==> config.mk <==
export PLATFORM = sky130hd
export DESIGN_NAME = alu_issue
export DESIGN_NICKNAME = d
export VERILOG_FILES = /design/src/rtl/alu_issue_pkg.sv /design/src/rtl/alu_issue_dec.sv /design/src/rtl/alu_issue.sv
export SDC_FILE = /design/constraint.sdc
export NUM_CORES = 1
export LEC_CHECK = 0
export CORE_MARGIN = 8
export CORE_UTILIZATION = 22
export DETAILED_ROUTE_END_ITERATION = 16
export GPL_TIMING_DRIVEN = 0
export PLACE_DENSITY = 0.88
export SLEW_MARGIN = 25
export SYNTH_ARGS = -nofsm -noshare
export SYNTH_HDL_FRONTEND = slang
export SYNTH_SLANG_ARGS = --single-unit
==> constraint.sdc <==
create_clock -name clk -period 3 [get_ports clk]
set_clock_uncertainty 0.2 [all_clocks]
set_input_delay 0.75 -clock clk [delete_from_list [all_inputs] [get_ports clk]]
set_output_delay 0.75 -clock clk [all_outputs]
set_load 0.02 [all_outputs]
==> src/rtl/alu_issue_pkg.sv <==
// Shared instruction definitions for the ALU issue block.
// Holds the MIPS opcode/funct codes, the ALU result latency and the
// instruction class encoding used by the decoder and the issue logic.
package alu_issue_pkg;

  // Cycles from operands driven to alu_rslt valid.
  localparam int ALU_LATENCY = 1;

  localparam logic [5:0] OP_RTYPE = 6'h00;
  localparam logic [5:0] OP_ADDI  = 6'h08;
  localparam logic [5:0] OP_ADDIU = 6'h09;
  localparam logic [5:0] OP_SLTI  = 6'h0A;
  localparam logic [5:0] OP_SLTIU = 6'h0B;
  localparam logic [5:0] OP_ANDI  = 6'h0C;
  localparam logic [5:0] OP_ORI   = 6'h0D;
  localparam logic [5:0] OP_XORI  = 6'h0E;
  localparam logic [5:0] OP_LW    = 6'h23;
  localparam logic [5:0] OP_SW    = 6'h2B;

  localparam logic [5:0] FN_SLL  = 6'h00;
  localparam logic [5:0] FN_SRL  = 6'h02;
  localparam logic [5:0] FN_ADD  = 6'h20;
  localparam logic [5:0] FN_ADDU = 6'h21;
  localparam logic [5:0] FN_SUB  = 6'h22;
  localparam logic [5:0] FN_SUBU = 6'h23;
  localparam logic [5:0] FN_AND  = 6'h24;
  localparam logic [5:0] FN_OR   = 6'h25;
  localparam logic [5:0] FN_XOR  = 6'h26;
  localparam logic [5:0] FN_NOR  = 6'h27;
  localparam logic [5:0] FN_SLT  = 6'h2A;
  localparam logic [5:0] FN_SLTU = 6'h2B;

  typedef enum logic [1:0] {
    CLS_ALU   = 2'd0,
    CLS_MEM   = 2'd1,
    CLS_SHIFT = 2'd2,
    CLS_BAD   = 2'd3
  } iclass_e;

endpackage

==> src/rtl/alu_issue_dec.sv <==
// Combinational decode of a MIPS instruction word for the ALU issue block.
// Ports:
//   inst_i   : instruction word
//   cls_o    : instruction class (ALU, MEM, SHIFT, BAD)
//   dst_o    : destination register (0 for SW and unsupported)
//   wb_mem_o : result is a memory address (LW/SW)
//   rs_o/rt_o: source register fields
//   use_rs_o : rs feeds the ALU
//   use_rt_o : rt feeds the ALU (R-type only)
//   shamt_o  : shift amount field
module alu_issue_dec
  import alu_issue_pkg::*;
(
  input  logic [31:0] inst_i,
  output iclass_e     cls_o,
  output logic [4:0]  dst_o,
  output logic        wb_mem_o,
  output logic [4:0]  rs_o,
  output logic [4:0]  rt_o,
  output logic        use_rs_o,
  output logic        use_rt_o,
  output logic [4:0]  shamt_o
);

  logic [5:0] opcode;
  logic [5:0] funct;

  assign opcode  = inst_i[31:26];
  assign funct   = inst_i[5:0];
  assign rs_o    = inst_i[25:21];
  assign rt_o    = inst_i[20:16];
  assign shamt_o = inst_i[10:6];

  always_comb begin
    cls_o    = CLS_BAD;
    dst_o    = 5'd0;
    wb_mem_o = 1'b0;
    use_rs_o = 1'b0;
    use_rt_o = 1'b0;
    case (opcode)
      OP_RTYPE: begin
        case (funct)
          FN_SLL, FN_SRL: begin
            cls_o    = CLS_SHIFT;
            dst_o    = inst_i[15:11];
            use_rt_o = 1'b1;
          end
          FN_ADD, FN_ADDU, FN_SUB, FN_SUBU, FN_AND, FN_OR,
          FN_XOR, FN_NOR, FN_SLT, FN_SLTU: begin
            cls_o    = CLS_ALU;
            dst_o    = inst_i[15:11];
            use_rs_o = 1'b1;
            use_rt_o = 1'b1;
          end
          default: ;
        endcase
      end
      OP_ADDI, OP_ADDIU, OP_SLTI, OP_SLTIU, OP_ANDI, OP_ORI, OP_XORI: begin
        cls_o    = CLS_ALU;
        dst_o    = inst_i[20:16];
        use_rs_o = 1'b1;
      end
      OP_LW: begin
        cls_o    = CLS_MEM;
        dst_o    = inst_i[20:16];
        wb_mem_o = 1'b1;
        use_rs_o = 1'b1;
      end
      OP_SW: begin
        cls_o    = CLS_MEM;
        wb_mem_o = 1'b1;
        use_rs_o = 1'b1;
      end
      default: ;
    endcase
  end

endmodule

==> src/rtl/alu_issue.sv <==
// ALU issue stage: accepts MIPS instructions, drives fields and operands to
// an external single-cycle ALU, forwards the previous result over stale
// register reads, and delivers the result one cycle after the final pass.
// Long SLL/SRL are split into passes of at most SHAMT_STEP when the macro
// ALU_ISSUE_SHIFT_SPLIT_EN is defined; otherwise they are dropped with err.
// Ports:
//   clk, rst             : clock, synchronous active-high reset
//   in_valid/in_ready    : instruction handshake; in_inst, in_rrs, in_rrt
//   alu_opcode/funct/imm/shamt, alu_rrs/alu_rrt : ALU request
//   alu_rslt             : ALU result, one cycle after request
//   wb_valid/wb_reg/wb_mem/wb_data : result delivery
//   err                  : pulse for a dropped instruction
module alu_issue
  import alu_issue_pkg::*;
#(
  parameter int unsigned SHAMT_STEP = 7
) (
  input  logic        clk,
  input  logic        rst,
  input  logic        in_valid,
  output logic        in_ready,
  input  logic [31:0] in_inst,
  input  logic [31:0] in_rrs,
  input  logic [31:0] in_rrt,
  output logic [5:0]  alu_opcode,
  output logic [5:0]  alu_funct,
  output logic [15:0] alu_imm,
  output logic [4:0]  alu_shamt,
  output logic [31:0] alu_rrs,
  output logic [31:0] alu_rrt,
  input  logic [31:0] alu_rslt,
  output logic        wb_valid,
  output logic [4:0]  wb_reg,
  output logic        wb_mem,
  output logic [31:0] wb_data,
  output logic        err
);

  localparam logic [4:0] STEP = 5'(SHAMT_STEP);

  iclass_e    dec_cls;
  logic [4:0] dec_dst;
  logic       dec_mem;
  logic [4:0] dec_rs;
  logic [4:0] dec_rt;
  logic       dec_use_rs;
  logic       dec_use_rt;
  logic [4:0] dec_shamt;

  alu_issue_dec u_dec (
    .inst_i   (in_inst),
    .cls_o    (dec_cls),
    .dst_o    (dec_dst),
    .wb_mem_o (dec_mem),
    .rs_o     (dec_rs),
    .rt_o     (dec_rt),
    .use_rs_o (dec_use_rs),
    .use_rt_o (dec_use_rt),
    .shamt_o  (dec_shamt)
  );

  logic       wb_valid_q, wb_valid_d;
  logic [4:0] wb_reg_q,   wb_reg_d;
  logic       wb_mem_q,   wb_mem_d;
  logic       err_q,      err_d;
  logic       running;
  logic       accept;
  logic       long_shift;
  logic       fwd_rs;
  logic       fwd_rt;

`ifdef ALU_ISSUE_SHIFT_SPLIT_EN
  localparam logic [0:0] ST_RUN   = 1'b0;
  localparam logic [0:0] ST_SHIFT = 1'b1;

  logic [0:0] state_q, state_d;
  logic [4:0] rem_q,   rem_d;
  logic [5:0] funct_q, funct_d;
  logic [4:0] dst_q,   dst_d;

  assign running = (state_q == ST_RUN);
`else
  assign running = 1'b1;
`endif

  assign in_ready   = running & ~rst;
  assign accept     = in_valid & in_ready;
  assign long_shift = (dec_cls == CLS_SHIFT) && (dec_shamt > STEP);

  // The result arriving this cycle belongs to the instruction being written
  // back; the register file has not seen it yet. r0 and addresses never bypass.
  assign fwd_rs = wb_valid_q & ~wb_mem_q & (wb_reg_q != 5'd0) &
                  (wb_reg_q == dec_rs) & dec_use_rs;
  assign fwd_rt = wb_valid_q & ~wb_mem_q & (wb_reg_q != 5'd0) &
                  (wb_reg_q == dec_rt) & dec_use_rt;

  always_comb begin
    alu_opcode = in_inst[31:26];
    alu_funct  = in_inst[5:0];
    alu_imm    = in_inst[15:0];
    alu_shamt  = long_shift ? STEP : dec_shamt;
    alu_rrs    = fwd_rs ? alu_rslt : in_rrs;
    alu_rrt    = fwd_rt ? alu_rslt : in_rrt;
`ifdef ALU_ISSUE_SHIFT_SPLIT_EN
    // Continuation pass: the partial shift result feeds back as rt.
    if (state_q == ST_SHIFT) begin
      alu_opcode = OP_RTYPE;
      alu_funct  = funct_q;
      alu_imm    = 16'h0000;
      alu_shamt  = (rem_q > STEP) ? STEP : rem_q;
      alu_rrs    = 32'h0000_0000;
      alu_rrt    = alu_rslt;
    end
`endif
  end

  always_comb begin
    wb_valid_d = 1'b0;
    wb_reg_d   = 5'd0;
    wb_mem_d   = 1'b0;
    err_d      = 1'b0;
`ifdef ALU_ISSUE_SHIFT_SPLIT_EN
    state_d    = state_q;
    rem_d      = rem_q;
    funct_d    = funct_q;
    dst_d      = dst_q;
    if (state_q == ST_SHIFT) begin
      if (rem_q <= STEP) begin
        state_d    = ST_RUN;
        rem_d      = 5'd0;
        wb_valid_d = 1'b1;
        wb_reg_d   = dst_q;
      end else begin
        rem_d = rem_q - STEP;
      end
    end else
`endif
    if (accept) begin
      if (dec_cls == CLS_BAD) begin
        err_d = 1'b1;
      end else if (long_shift) begin
`ifdef ALU_ISSUE_SHIFT_SPLIT_EN
        state_d = ST_SHIFT;
        rem_d   = dec_shamt - STEP;
        funct_d = in_inst[5:0];
        dst_d   = dec_dst;
`else
        err_d   = 1'b1;
`endif
      end else begin
        wb_valid_d = 1'b1;
        wb_reg_d   = dec_dst;
        wb_mem_d   = dec_mem;
      end
    end
  end

  // Result stage boundary: tags line up with alu_rslt one cycle later.
  always_ff @(posedge clk) begin
    if (rst) begin
      wb_valid_q <= 1'b0;
      wb_reg_q   <= 5'd0;
      wb_mem_q   <= 1'b0;
      err_q      <= 1'b0;
`ifdef ALU_ISSUE_SHIFT_SPLIT_EN
      state_q    <= ST_RUN;
      rem_q      <= 5'd0;
`endif
    end else begin
      wb_valid_q <= wb_valid_d;
      wb_reg_q   <= wb_reg_d;
      wb_mem_q   <= wb_mem_d;
      err_q      <= err_d;
`ifdef ALU_ISSUE_SHIFT_SPLIT_EN
      state_q    <= state_d;
      rem_q      <= rem_d;
`endif
    end
  end

`ifdef ALU_ISSUE_SHIFT_SPLIT_EN
  always_ff @(posedge clk) begin
    funct_q <= funct_d;
    dst_q   <= dst_d;
  end
`endif

  assign wb_valid = wb_valid_q;
  assign wb_reg   = wb_reg_q;
  assign wb_mem   = wb_mem_q;
  assign wb_data  = alu_rslt;
  assign err      = err_q;

endmodule

# Word level (Yosys, flattened, before mapping)
# Cells that the tools add are included.
[totals]
ff_bits = 8
out_inout_bits = 138
[classes]
n_lt_le_gt_ge = 1
eq_ne = 24
mux = 15
bitwise = 10
n_reduce_logical = 14
[op_table]
columns = ["cell", "count"]
rows = [
  ["equality test 6 bit (second input constant)", 12],
  ["2-to-1 mux 32 bit", 2],
  ["equality test 6 x 4 -> 1 bit (second input constant)", 7],
  ["zero test 6 bit", 2],
  ["OR reduction 12 bit", 1],
  ["equality test 5 bit", 2],
  ["2-to-1 mux 5 bit", 2],
  ["one-hot mux 5 bit (2 select lines)", 1],
  ["OR reduction 10 bit", 1],
  ["OR reduction 9 bit", 1],
  ["OR reduction 8 bit", 1],
  ["bitwise AND 1 bit", 7],
  ["2-to-1 mux 1 bit", 7],
  ["OR reduction 7 bit", 1],
  ["equality test 6 x 2 -> 1 bit (second input constant)", 1],
  ["one-hot mux 2 bit (3 select lines)", 1],
  ["OR reduction 2 bit", 3],
  ["> comparator 5 x 3 -> 1 bit (second input constant)", 1],
  ["nonzero test 5 bit", 1],
  ["equality test 2 bit (second input constant)", 2],
  ["one-hot mux 2 bit (2 select lines)", 1],
  ["OR reduction 4 bit", 1],
  ["inverter 1 bit", 3],
  ["OR reduction 3 bit", 1],
  ["other kinds (2)", 2],
]

# Longest topological paths before layout
# Gate-level depths: netlist (run 1).
[logic_depth]
ltp_word = 8
depth_mapped = 6
mapped_depth_nobuf = 4

# Hierarchy
# Synthesis (run 1) repeated with hierarchy kept, for this count alone.
[unflattened]
cells_unflattened = 215
area_unflattened_um2 = 2182.1
[by_module_without_submodules]
columns = ["mod", "instances", "cells_per_inst", "area_per_inst_um2", "seq_area_each_um2"]
rows = [
  ["alu_issue", 1, 176, 1891.8, 160.2],
  ["alu_issue_dec", 1, 39, 290.3, 0.0],
]

# Least setup slack after synthesis (run 1)
# Ideal clock, no wire load.
[synth_path]
path_kind = "input-to-output"
start = "in in_inst[25]"
end = "out alu_rrs[6]"
arrival_time_ns = 2.314
required_ns = 2.050
setup_slack_ns = -0.264
path_stages = 5
path_cell_list = "xor2_1 > or4_1 > a211oi_4 > buf_6 > mux2_1"
[synth_between]
elab_chain_cells = 4
[synth_rtl]
columns = ["item", "line", "source"]
rows = [
  ["start: declaration", "alu_issue.sv:22", "input logic [31:0] in_inst,"],
  ["equality test 5 bit", "alu_issue.sv:93", "(wb_reg_q == dec_rs) & dec_use_rs;"],
  ["bitwise AND 1 bit", "alu_issue.sv:92", "assign fwd_rs = wb_valid_q & ~wb_mem_q & (wb_reg_q != 5'd0) &"],
  ["bitwise AND 1 bit", "alu_issue.sv:93", ""],
  ["2-to-1 mux 32 bit", "alu_issue.sv:102", "alu_rrs = fwd_rs ? alu_rslt : in_rrs;"],
  ["end: declaration", "alu_issue.sv:29", "output logic [31:0] alu_rrs,"],
]
# No other way between the ends.

# Worst setup path in the final report (run 1)
[layout_path]
start = "in in_inst[24]"
end = "out alu_rrs[17]"
# Same word-level chain as after synthesis.

==> impl_metrics.prom, run 1 <==
# TYPE chip_impl_metric gauge
chip_impl_info{name="run_status",value="finished with violations"} 1
chip_impl_info{name="failed_checks",value="setup timing"} 1
chip_impl_metric{name="ios",unit=""} 269
chip_impl_metric{name="chipHeight",unit="um"} 109
chip_impl_info{name="mostFrequentLayoutCell",value="sky130_fd_sc_hd__clkdlybuf4s50_1"} 1
chip_impl_info{name="grt_setup_unrepaired",value="true"} 1
chip_impl_metric{name="synth.ff_latch_count",unit=""} 8
chip_impl_metric{name="grt_pass1_wl",unit="mm"} 18.0
chip_impl_info{name="ys.flop_type",value="sky130_fd_sc_hd__dfxtp_1"} 1
chip_impl_metric{name="finalSetupViolCount",unit=""} 70
chip_impl_metric{name="synth.lib_cells_used.distinct",unit=""} 44
chip_impl_metric{name="layout_worst_path_cycle_share",unit=""} 1.16
chip_impl_metric{name="cell_area_synth",unit="sq um"} 1910
chip_impl_info{name="cp-startpoint",value="in_inst[24]"} 1
chip_impl_metric{name="vdd_drop_max",unit="mV"} 0.189
chip_impl_metric{name="detail-route-antenna-nets",unit=""} 0
chip_impl_metric{name="fp.dieW",unit="um"} 109
chip_impl_metric{name="layout-area-overhead-vs-synth",unit="%"} 190
chip_impl_metric{name="ctsHtreeMaxLevel",unit=""} 1
chip_impl_metric{name="row_count",unit=""} 34
chip_impl_metric{name="drt_iter0_drc",unit=""} 72
chip_impl_metric{name="cts_buffer_depth",unit=""} 2
chip_impl_metric{name="floorplan.die_area",unit="sq um"} 11900
chip_impl_info{name="critical-path-slowest-cell",value="sky130_fd_sc_hd__or4_4"} 1
chip_impl_metric{name="seq_power_share",unit=""} 0.111
chip_impl_metric{name="layout-drive-gt1-share",unit=""} 0.532
chip_impl_metric{name="p_int",unit="uW"} 638
chip_impl_metric{name="report.power.total",unit="uW"} 978
chip_impl_metric{name="grt_max_degree",unit=""} 10
chip_impl_metric{name="clk_transition_reported_paths",unit="ns"} 0.04
chip_impl_metric{name="syn-num-nets",unit=""} 339
chip_impl_metric{name="synth.yosys.seq_area_share",unit=""} 0.0838
chip_impl_metric{name="crit_path_max_fanout",unit=""} 5
chip_impl_metric{name="total_switching_power",unit="uW"} 341
chip_impl_metric{name="synthesis.yosys.warnings",unit=""} 0
chip_impl_info{name="worstPathCellList",value="buf_6, xor2_1, or4_4, a211oi_4, buf_6, buf_12, buf_12, mux2_4, buf_6"} 1
chip_impl_metric{name="fin_util",unit=""} 0.648
chip_impl_info{name="critPathCaptureType",value="output pin"} 1
chip_impl_metric{name="share_of_total_power_in_combinational_logic",unit=""} 0.755
chip_impl_metric{name="finalHoldViolCount",unit=""} 0
chip_impl_metric{name="total_wire_length",unit="mm"} 12.8
chip_impl_metric{name="port_buffers",unit=""} 268
chip_impl_metric{name="synth_enable_flop_cells",unit=""} 0
chip_impl_metric{name="nets",unit=""} 639
chip_impl_metric{name="final_count_of_pins_violating_max_slew",unit=""} 0
chip_impl_metric{name="stdcell_area",unit="sq um"} 5540
chip_impl_metric{name="largest_register_ff_count",unit=""} 5
chip_impl_metric{name="critical_path.max_stage_delay",unit="ns"} 0.54
chip_impl_metric{name="slew_headroom",unit=""} 0.489
chip_impl_info{name="worst_setup_path_start_kind",value="input port"} 1
chip_impl_metric{name="vias",unit=""} 2716
chip_impl_info{name="post-synth-top-area-cell",value="sky130_fd_sc_hd__mux2_2"} 1
chip_impl_info{name="crit_top_cell",value="sky130_fd_sc_hd__buf_6"} 1
chip_impl_metric{name="route.detailed.wl_per_inst",unit="um"} 20.8
chip_impl_metric{name="static-leakage-power",unit="uW"} 0.00249
chip_impl_metric{name="numClockSinks",unit=""} 8
chip_impl_metric{name="syn_inst_count",unit=""} 208
chip_impl_metric{name="ys_async_rst_share",unit=""} 0
chip_impl_metric{name="grt_antenna_before_repair",unit=""} 0
chip_impl_info{name="worst_setup_path_endpoint",value="alu_rrs[17]"} 1
chip_impl_info{name="netlist_top_cells_area",value="sky130_fd_sc_hd__mux2_2, sky130_fd_sc_hd__buf_4, sky130_fd_sc_hd__dfxtp_1"} 1
chip_impl_metric{name="syn-mean-instance-area",unit="sq um"} 9.19
chip_impl_metric{name="hpwl",unit="mm"} 10.4
chip_impl_metric{name="routed_via_density",unit=""} 4.42
chip_impl_info{name="final_cell_mix",value="sky130_fd_sc_hd__clkdlybuf4s50_1, sky130_fd_sc_hd__buf_6, sky130_fd_sc_hd__buf_4"} 1
chip_impl_metric{name="place.gp.congestion",unit=""} 0.833
chip_impl_metric{name="achievable-frequency",unit="MHz"} 288
chip_impl_info{name="root_buffer",value="sky130_fd_sc_hd__clkbuf_8"} 1
chip_impl_info{name="cts_tree",value="done"} 1
chip_impl_metric{name="core_area",unit="sq um"} 8550
chip_impl_metric{name="power.density_cell_area",unit="nW/um^2"} 176
chip_impl_metric{name="grtUsageTotal",unit=""} 0.194
chip_impl_metric{name="post_cts_hold_buffer_count",unit=""} 0
chip_impl_metric{name="vias_in_the_first_global_route",unit=""} 3023
chip_impl_metric{name="period_needed",unit="ns"} 3.48
chip_impl_metric{name="synth_largest_type_area_fraction",unit=""} 0.365
chip_impl_metric{name="max_cap_violations",unit=""} 0
chip_impl_metric{name="drt_pre_antenna_iters",unit=""} 4
chip_impl_metric{name="critPathBufInv",unit=""} 5
chip_impl_metric{name="antenna_cell_count",unit=""} 0
chip_impl_info{name="worstHoldPathType",value="in2reg"} 1
chip_impl_metric{name="grt_remaining_overflow",unit=""} 0
chip_impl_info{name="timing.critical_path.max_delay_family",value="buffers and inverters"} 1
chip_impl_metric{name="timing.critical_path.arrival",unit="ns"} 2.53
chip_impl_metric{name="power_switching_share",unit=""} 0.348
chip_impl_metric{name="worst-path-stages",unit=""} 9
chip_impl_info{name="worstSetupPathType",value="in2out"} 1
chip_impl_metric{name="postPlaceCellArea",unit="sq um"} 4860
chip_impl_metric{name="floorplan.initialDensity",unit=""} 0.223
chip_impl_metric{name="tightest_slew",unit="ns"} 0.765
chip_impl_metric{name="timing.critical_path.required",unit="ns"} 2.05
chip_impl_metric{name="pwr-share-clk",unit=""} 0.134
chip_impl_metric{name="tritoncts.num_buffers",unit=""} 3
chip_impl_metric{name="layout_setup_ws",unit="ns"} -0.477
chip_impl_metric{name="drt_drc_violations_left",unit=""} 0
-- repair_timing --
action / 4_1_cts / 5_1_grt
buffers inserted: 20 / 8
setup endpoints to repair: 77 / 72
resized for setup: 510 / 53
endpoints found under the hold margin: 0 / 0
cloned: 6 / 0
pin swaps: 15 / 12
-- worst min-delay path by stage --
stage / to / depth (start not counted) / start / slack (ns)
final: wb_mem / 3 / in_inst[28] / 0.62
after global routing: wb_mem / 3 / in_inst[28] / 0.64
after CTS: wb_reg[2] / 3 / in_inst[18] / 0.64
after detailed placement: wb_reg[0] / 3 / in_inst[11] / 1.18
after global placement: wb_reg[4] / 3 / in_inst[15] / 1.18
after floorplan: wb_reg[0] / 2 / in_inst[11] / 0.72
-- power by group through the flow --
stage | clock network, uW | registers [uW] | logic (uW)
finish | 131 | 109 | 739
global route | 138 | 109 | 771
CTS | 131 | 109 | 718
detailed placement | 0 | 111 | 678
global placement | 0 | 111 | 668
floorplan | 0 | 112 | 275
-- metrics by stage --
step | cells | worst slack [ns] | hold slack (ns) | TNS, ns
after floorplan | 208 | -0.250 | 0.719 | -7.75
after global placement | 584 | -1.69 | 1.18 | -101.28
after detailed placement | 584 | -1.71 | 1.18 | -102.26
after CTS | 611 | -0.534 | 0.637 | -27.18
after global routing | 614 | -0.520 | 0.636 | -29.08
final | 614 | -0.477 | 0.624 | -25.84
-- Yosys cell counts, types with 2 or more instances --
| cell type | n |
|---|---|
| sky130_fd_sc_hd__mux2_2 | 62 |
| sky130_fd_sc_hd__buf_4 | 60 |
| sky130_fd_sc_hd__dfxtp_1 | 8 |
| sky130_fd_sc_hd__buf_6 | 6 |
| sky130_fd_sc_hd__xor2_1 | 6 |
| sky130_fd_sc_hd__a221oi_1 | 5 |
| sky130_fd_sc_hd__nand3_1 | 5 |
| sky130_fd_sc_hd__nand3b_1 | 5 |
| sky130_fd_sc_hd__xnor2_1 | 4 |
| sky130_fd_sc_hd__inv_1 | 3 |
| sky130_fd_sc_hd__nand2_1 | 3 |
| sky130_fd_sc_hd__o21bai_1 | 3 |
| sky130_fd_sc_hd__mux2_1 | 2 |
| sky130_fd_sc_hd__nand2b_1 | 2 |
| sky130_fd_sc_hd__nor4_1 | 2 |
| sky130_fd_sc_hd__o211ai_1 | 2 |
| sky130_fd_sc_hd__o21a_1 | 2 |
| sky130_fd_sc_hd__or4_1 | 2 |
-- area by class of cell --
class                      instances  area [sq um]
multi-input combinational        128          1480
fill                             649          3010
tap                              108           135
clock buffer                       3          41.3
inverter                           3          11.3
timing repair buffer             299          3170
buffer                            65           541
sequential                         8           161
-- per-layer routing --
| layer | vias up | track usage | part of all wire |
|---|---|---|---|
| li1 | 1299 | - | - |
| met1 | 1266 | 0.191 | 0.35 |
| met2 | 135 | 0.399 | 0.56 |
| met3 | 16 | 0.0426 | 0.077 |
| met4 | 0 | 0.0386 | 0.017 |
| met5 | - | 0 | 0 |
-- cell families after synthesis --
family / synth area share
buffers and inverters: 0.284
multiplexers: 0.377
AND/OR/NAND/NOR: 0.107
AO/OA/AOI/OAI: 0.102
XOR/XNOR: 0.0458
flip-flops: 0.0838
Note: power is estimated with default switching activity, not from simulation.
==> inputs of run 2 (changes only) <==
--- a/config.mk
+++ b/config.mk
@@ -5,11 +5,11 @@
 export SDC_FILE = /design/constraint.sdc
 export NUM_CORES = 1
 export LEC_CHECK = 0
-export CORE_MARGIN = 8
-export CORE_UTILIZATION = 22
+export CORE_AREA = 8 8 99 101
 export DETAILED_ROUTE_END_ITERATION = 16
+export DIE_AREA = 0 0 107 109
 export GPL_TIMING_DRIVEN = 0
-export PLACE_DENSITY = 0.88
+export PLACE_DENSITY = 0.89
 export SLEW_MARGIN = 25
 export SYNTH_ARGS = -nofsm -noshare
 export SYNTH_HDL_FRONTEND = slang
==> constraint.sdc (replaced) <==
create_clock -name clk -period 4.4 [get_ports clk]
set_clock_uncertainty 0.2 [all_clocks]
set_input_delay 1.1 -clock clk [delete_from_list [all_inputs] [get_ports clk]]
set_output_delay 1.1 -clock clk [all_outputs]
set_load 0.02 [all_outputs]
==> run 2 against run 1 <==
Against the previous run:
- the flow now finishes without violations
- sequential power decreased by 32%
- flip-flop and latch count unchanged
- highest routed layer is now met5
- critical path type unchanged
- final area decreased by 13%
==> impl_metrics.prom, run 2 (synthesis results as in run 1) <==
# TYPE chip_impl_metric gauge
chip_impl_info{name="run_status",value="finished, final reports clean"} 1
chip_impl_metric{name="core_area",unit="sq um"} 8380
chip_impl_metric{name="vias_in_the_first_global_route",unit=""} 2871
chip_impl_info{name="grt_setup_unrepaired",value="true"} 1
chip_impl_info{name="critPathCaptureType",value="output pin"} 1
chip_impl_info{name="worst_setup_path_start_kind",value="input port"} 1
chip_impl_metric{name="place.gp.congestion",unit=""} 0.853
chip_impl_metric{name="cts_buffer_depth",unit=""} 2
chip_impl_metric{name="slew_headroom",unit=""} 0.479
chip_impl_metric{name="detail-route-antenna-nets",unit=""} 0
chip_impl_metric{name="p_int",unit="uW"} 384
chip_impl_info{name="worstSetupPathType",value="in2out"} 1
chip_impl_metric{name="floorplan.die_area",unit="sq um"} 11700
chip_impl_metric{name="power.density_cell_area",unit="nW/um^2"} 126
chip_impl_metric{name="antenna_cell_count",unit=""} 0
chip_impl_metric{name="timing.critical_path.required",unit="ns"} 3.10
chip_impl_metric{name="static-leakage-power",unit="uW"} 0.00204
chip_impl_metric{name="fp.dieW",unit="um"} 107
chip_impl_metric{name="routed_via_density",unit=""} 4.48
chip_impl_metric{name="finalHoldViolCount",unit=""} 0
chip_impl_metric{name="pwr-share-clk",unit=""} 0.149
chip_impl_metric{name="layout-drive-gt1-share",unit=""} 0.456
chip_impl_metric{name="layout_setup_ws",unit="ns"} 0.0295
chip_impl_metric{name="final_count_of_pins_violating_max_slew",unit=""} 0
chip_impl_metric{name="grt_remaining_overflow",unit=""} 0
chip_impl_metric{name="grt_antenna_before_repair",unit=""} 2
chip_impl_info{name="final_cell_mix",value="sky130_fd_sc_hd__clkdlybuf4s50_1, sky130_fd_sc_hd__buf_4, sky130_fd_sc_hd__mux2_2"} 1
chip_impl_metric{name="seq_power_share",unit=""} 0.123
chip_impl_info{name="mostFrequentLayoutCell",value="sky130_fd_sc_hd__clkdlybuf4s50_1"} 1
chip_impl_metric{name="finalSetupViolCount",unit=""} 0
chip_impl_metric{name="tightest_slew",unit="ns"} 0.780
chip_impl_metric{name="total_wire_length",unit="mm"} 12.4
chip_impl_info{name="worstPathCellList",value="clkdlybuf4s50_1, xor2_1, nor4_1, nand4bb_1, clkbuf_8, buf_6, mux2_2, clkdlybuf4s15_2"} 1
chip_impl_metric{name="vias",unit=""} 2664
chip_impl_metric{name="drt_iter0_drc",unit=""} 73
chip_impl_metric{name="timing.critical_path.arrival",unit="ns"} 3.07
chip_impl_info{name="worstHoldPathType",value="in2reg"} 1
chip_impl_info{name="cts_tree",value="done"} 1
chip_impl_metric{name="share_of_total_power_in_combinational_logic",unit=""} 0.728
chip_impl_metric{name="vdd_drop_max",unit="mV"} 0.123
chip_impl_metric{name="post-place-ws",unit="ns"} -1.07
chip_impl_metric{name="grt_pass1_wl",unit="mm"} 17.3
chip_impl_metric{name="drt_pre_antenna_iters",unit=""} 4
chip_impl_metric{name="grtUsageTotal",unit=""} 0.191
chip_impl_metric{name="chipHeight",unit="um"} 109
chip_impl_metric{name="route.detailed.wl_per_inst",unit="um"} 20.9
chip_impl_metric{name="accumulated_negative_setup_slack",unit="ns"} 0
chip_impl_metric{name="port_buffers",unit=""} 268
chip_impl_metric{name="critPathBufInv",unit=""} 4
chip_impl_metric{name="power_switching_share",unit=""} 0.364
chip_impl_info{name="critical-path-slowest-cell",value="sky130_fd_sc_hd__clkdlybuf4s50_1"} 1
chip_impl_info{name="timing.critical_path.max_delay_family",value="buffers and inverters"} 1
chip_impl_metric{name="total_switching_power",unit="uW"} 220
chip_impl_metric{name="crit_path_max_fanout",unit=""} 10
chip_impl_metric{name="layout.filler_cells",unit=""} 759
chip_impl_metric{name="ctsHtreeMaxLevel",unit=""} 1
chip_impl_info{name="root_buffer",value="sky130_fd_sc_hd__clkbuf_8"} 1
chip_impl_metric{name="drt_drc_violations_left",unit=""} 0
chip_impl_metric{name="achievable-frequency",unit="MHz"} 229
chip_impl_metric{name="numClockSinks",unit=""} 8
chip_impl_metric{name="max_cap_violations",unit=""} 0
chip_impl_metric{name="fin_util",unit=""} 0.573
chip_impl_metric{name="hpwl",unit="mm"} 10.5
chip_impl_metric{name="critical_path.max_stage_delay",unit="ns"} 0.45
chip_impl_metric{name="layout-area-overhead-vs-synth",unit="%"} 151
chip_impl_metric{name="nets",unit=""} 620
chip_impl_metric{name="largest_register_ff_count",unit=""} 5
chip_impl_metric{name="layout_worst_path_cycle_share",unit=""} 0.993
chip_impl_metric{name="floorplan.initialDensity",unit=""} 0.228
chip_impl_metric{name="clk_transition_reported_paths",unit="ns"} 0.04
chip_impl_metric{name="period_needed",unit="ns"} 4.37
chip_impl_metric{name="ios",unit=""} 269
chip_impl_metric{name="grt_max_degree",unit=""} 11
chip_impl_metric{name="tritoncts.num_buffers",unit=""} 3
chip_impl_metric{name="row_count",unit=""} 34
-- run 2: final cells by class --
class / instances / area [sq um] / share of cell area
clock buffers: 3 / 41.3 / 0.00860
flip-flops and latches: 8 / 160 / 0.0334
repair buffers: 276 / 2570 / 0.535
plain buffers: 69 / 557 / 0.116
well taps: 108 / 135 / 0.0282
multi-input cells: 128 / 1330 / 0.277
inverters: 3 / 11.3 / 0.00235
-- run 2: worst paths after layout --
path,startpoint,end,slack (ns),cells past startpoint
min,in_inst[30],wb_reg[2],1.12,3
max,in_inst[19],alu_rrt[11],0.03,8
-- run 2: per-stage QoR --
step	cells	hold slack (ns)	power, uW	instance area, sq um
finish	595	1.12	603	4800
floorplan	208	1.07	254	1910
global route	595	1.13	629	4800
global placement	584	1.53	521	4730
CTS	595	1.12	614	4940
detailed placement	584	1.54	528	4730
-- run 2: metal layers --
metal / GRT usage / vias up / wire length (um) / part of all wire
met3: 0.0733 / 12 / 1170 / 0.094
met5: 0 / - / 27 / 0.0022
met2: 0.368 / 141 / 6700 / 0.54
met1: 0.191 / 1248 / 4440 / 0.36
met4: 0.0342 / 4 / 109 / 0.0088
li1: - / 1259 / - / -
-- run 2: power by group through the flow --
stage	logic [uW]	clock network (uW)	registers [uW]
3_5_place_dp	452	0	75.5
5_1_grt	459	95.5	74.4
3_3_place_gp	445	0	75.5
2_1_floorplan	177	0	76.7
6_report	439	90.0	74.3
4_1_cts	448	91.4	74.3
-- run 2: timing repair --
item,CTS,global route
buffers inserted,6,0
cloned,2,1
gates resized for setup,315,45
hold buffers,0,0
setup endpoints to repair,69,54
pin swaps,9,2
==> inputs of run 3 (changes only) <==
--- a/config.mk
+++ b/config.mk
@@ -9,6 +9,7 @@
 export DETAILED_ROUTE_END_ITERATION = 16
 export DIE_AREA = 0 0 107 109
 export GPL_TIMING_DRIVEN = 0
+export MAX_ROUTING_LAYER = met4
 export PLACE_DENSITY = 0.89
 export SLEW_MARGIN = 25
 export SYNTH_ARGS = -nofsm -noshare
==> run 3 against run 2 <==
Against the previous run:
- via count is 0.94% lower
- largest cell class unchanged
- sequential power hardly changed
- die area stayed put
- critical endpoint unchanged
- hold slack worse by 0.00061 ns
==> impl_metrics.prom, run 3 (synthesis results as in run 1) <==
# TYPE chip_impl_metric gauge
chip_impl_metric{name="vias_in_the_first_global_route",unit=""} 2867
chip_impl_metric{name="floorplan.initialDensity",unit=""} 0.228
chip_impl_metric{name="accumulated_negative_setup_slack",unit="ns"} 0
chip_impl_info{name="run_status",value="finished, final reports clean"} 1
chip_impl_metric{name="hpwl",unit="mm"} 10.5
chip_impl_metric{name="layout-area-overhead-vs-synth",unit="%"} 151
chip_impl_metric{name="achievable-frequency",unit="MHz"} 228
chip_impl_info{name="worstSetupPathType",value="in2out"} 1
chip_impl_metric{name="largest_register_ff_count",unit=""} 5
chip_impl_metric{name="place.gp.congestion",unit=""} 0.866
chip_impl_metric{name="finalSetupViolCount",unit=""} 0
chip_impl_metric{name="total_wire_length",unit="mm"} 12.4
chip_impl_metric{name="grt_remaining_overflow",unit=""} 0
chip_impl_info{name="worst_setup_path_start_kind",value="input port"} 1
chip_impl_metric{name="tritoncts.num_buffers",unit=""} 3
chip_impl_metric{name="layout-drive-gt1-share",unit=""} 0.456
chip_impl_metric{name="nets",unit=""} 620
chip_impl_metric{name="static-leakage-power",unit="uW"} 0.00203
chip_impl_info{name="cts_tree",value="done"} 1
chip_impl_metric{name="vdd_drop_max",unit="mV"} 0.125
chip_impl_metric{name="numClockSinks",unit=""} 8
chip_impl_metric{name="drt_iter0_drc",unit=""} 78
chip_impl_metric{name="routed_via_density",unit=""} 4.41
chip_impl_metric{name="drt_drc_violations_left",unit=""} 0
chip_impl_info{name="worstHoldEndpoint",value="wb_reg[0]"} 1
chip_impl_metric{name="route.detailed.wl_per_inst",unit="um"} 20.8
chip_impl_metric{name="tightest_slew",unit="ns"} 0.799
chip_impl_metric{name="timing.critical_path.arrival",unit="ns"} 3.08
chip_impl_metric{name="cts_buffer_depth",unit=""} 2
chip_impl_metric{name="grt_antenna_before_repair",unit=""} 3
chip_impl_info{name="final_cell_mix",value="sky130_fd_sc_hd__clkdlybuf4s50_1, sky130_fd_sc_hd__buf_4, sky130_fd_sc_hd__mux2_2"} 1
chip_impl_metric{name="layout_worst_path_cycle_share",unit=""} 0.996
chip_impl_info{name="grt_setup_unrepaired",value="true"} 1
chip_impl_metric{name="detail-route-antenna-nets",unit=""} 0
chip_impl_info{name="critPathCaptureType",value="output pin"} 1
chip_impl_metric{name="core_area",unit="sq um"} 8380
chip_impl_metric{name="grtUsageTotal",unit=""} 0.197
chip_impl_info{name="root_buffer",value="sky130_fd_sc_hd__clkbuf_8"} 1
chip_impl_metric{name="max_cap_violations",unit=""} 0
chip_impl_metric{name="finalHoldViolCount",unit=""} 0
chip_impl_metric{name="hold-path-cell-count",unit=""} 3
chip_impl_info{name="mostFrequentLayoutCell",value="sky130_fd_sc_hd__clkdlybuf4s50_1"} 1
chip_impl_info{name="worstHoldPathType",value="in2reg"} 1
chip_impl_metric{name="crit_path_max_fanout",unit=""} 10
chip_impl_metric{name="chipHeight",unit="um"} 109
chip_impl_metric{name="grt_max_degree",unit=""} 11
chip_impl_metric{name="grt_pass1_wl",unit="mm"} 17.3
chip_impl_metric{name="period_needed",unit="ns"} 4.38
chip_impl_metric{name="post_cts_hold_buffer_count",unit=""} 0
chip_impl_metric{name="slew_headroom",unit=""} 0.466
chip_impl_metric{name="drt_pre_antenna_iters",unit=""} 4
chip_impl_info{name="cp-startpoint",value="in_inst[19]"} 1
chip_impl_metric{name="ios",unit=""} 269
chip_impl_metric{name="final_count_of_pins_violating_max_slew",unit=""} 0
chip_impl_metric{name="timing.critical_path.required",unit="ns"} 3.10
chip_impl_metric{name="port_buffers",unit=""} 268
chip_impl_metric{name="layout.filler_cells",unit=""} 763
chip_impl_metric{name="clk_transition_reported_paths",unit="ns"} 0.04
chip_impl_metric{name="whs",unit="ns"} 1.12
chip_impl_metric{name="power.density_cell_area",unit="nW/um^2"} 126
chip_impl_metric{name="ctsHtreeMaxLevel",unit=""} 1
chip_impl_metric{name="floorplan.die_area",unit="sq um"} 11700
chip_impl_metric{name="row_count",unit=""} 34
chip_impl_info{name="worst_hold_startpoint",value="in_inst[30]"} 1
chip_impl_metric{name="vias",unit=""} 2639
chip_impl_metric{name="fp.dieW",unit="um"} 107
-- run 3: cell types whose count changed in the layout (fill, tap and decap cells not counted) --
cell | before | now
sky130_fd_sc_hd__diode_2 | 0 | 3
sky130_fd_sc_hd__buf_2 | 46 | 48
sky130_fd_sc_hd__buf_6 | 22 | 21
sky130_fd_sc_hd__clkdlybuf4s15_2 | 4 | 3
sky130_fd_sc_hd__mux2_2 | 49 | 50
sky130_fd_sc_hd__mux2_4 | 13 | 12
-- run 3: routing by layer --
layer / up-vias / GRT usage / wire length, um / part of all wire
li1: 1266 / - / - / -
met3: 8 / 0.0626 / 997 / 0.080
met5: - / - / 0 / 0
met4: 0 / 0.0352 / 107 / 0.0086
met2: 133 / 0.367 / 6690 / 0.54
met1: 1232 / 0.198 / 4610 / 0.37
-- run 3: cell type report --
class                      count  area (sq um)  area share
tap                          108           135      0.0282
antenna                        3          7.51     0.00157
clock buffer                   3          41.3     0.00862
timing repair buffer         276          2550       0.533
inverter                       3          11.3     0.00235
buffer                        69           557       0.116
sequential                     8           160      0.0334
multi-input combinational    128          1330       0.277
-- run 3: worst max path at each step --
stage	end	slack (ns)	cells past startpoint
floorplan	alu_rrs[6]	0.44	5
global placement	alu_rrs[24]	-1.01	7
detailed placement	alu_rrs[24]	-1.07	7
CTS	alu_rrs[24]	-0.03	8
global route	alu_rrt[11]	-0.06	8
finish	alu_rrt[11]	0.02	8
-- run 3: where the power goes --
| group | switching (uW) | internal (uW) |
|---|---|---|
| Clock | 31.1 | 59.4 |
| Sequential | 0.491 | 73.8 |
| Combinational | 189 | 249 |
-- run 3: worst max-delay path: stages --
cell	delay, ns
sky130_fd_sc_hd__clkdlybuf4s50_1	0.45
sky130_fd_sc_hd__xor2_1	0.18
sky130_fd_sc_hd__nor4_1	0.30
sky130_fd_sc_hd__nand4bb_1	0.17
sky130_fd_sc_hd__clkbuf_8	0.19
sky130_fd_sc_hd__buf_6	0.14
sky130_fd_sc_hd__mux2_2	0.27
sky130_fd_sc_hd__clkdlybuf4s15_2	0.27
-- run 3: per-stage QoR --
step / cell area (sq um) / instances / total power (uW) / util / setup WS [ns]
global placement: 4730 / 584 / 521 / 0.564 / -1.01
global route: 4790 / 598 / 628 / 0.572 / -0.0562
finish: 4790 / 598 / 603 / 0.572 / 0.0197
CTS: 4940 / 595 / 614 / 0.590 / -0.0327
detailed placement: 4730 / 584 / 528 / 0.564 / -1.07
floorplan: 1910 / 208 / 254 / - / 0.436
-- run 3: timing repair --
action,4_1_cts,5_1_grt
gates resized for setup,315,43
endpoints found under the setup margin,69,54
pin swaps,9,2
gates cloned,2,1
buffers inserted,6,0
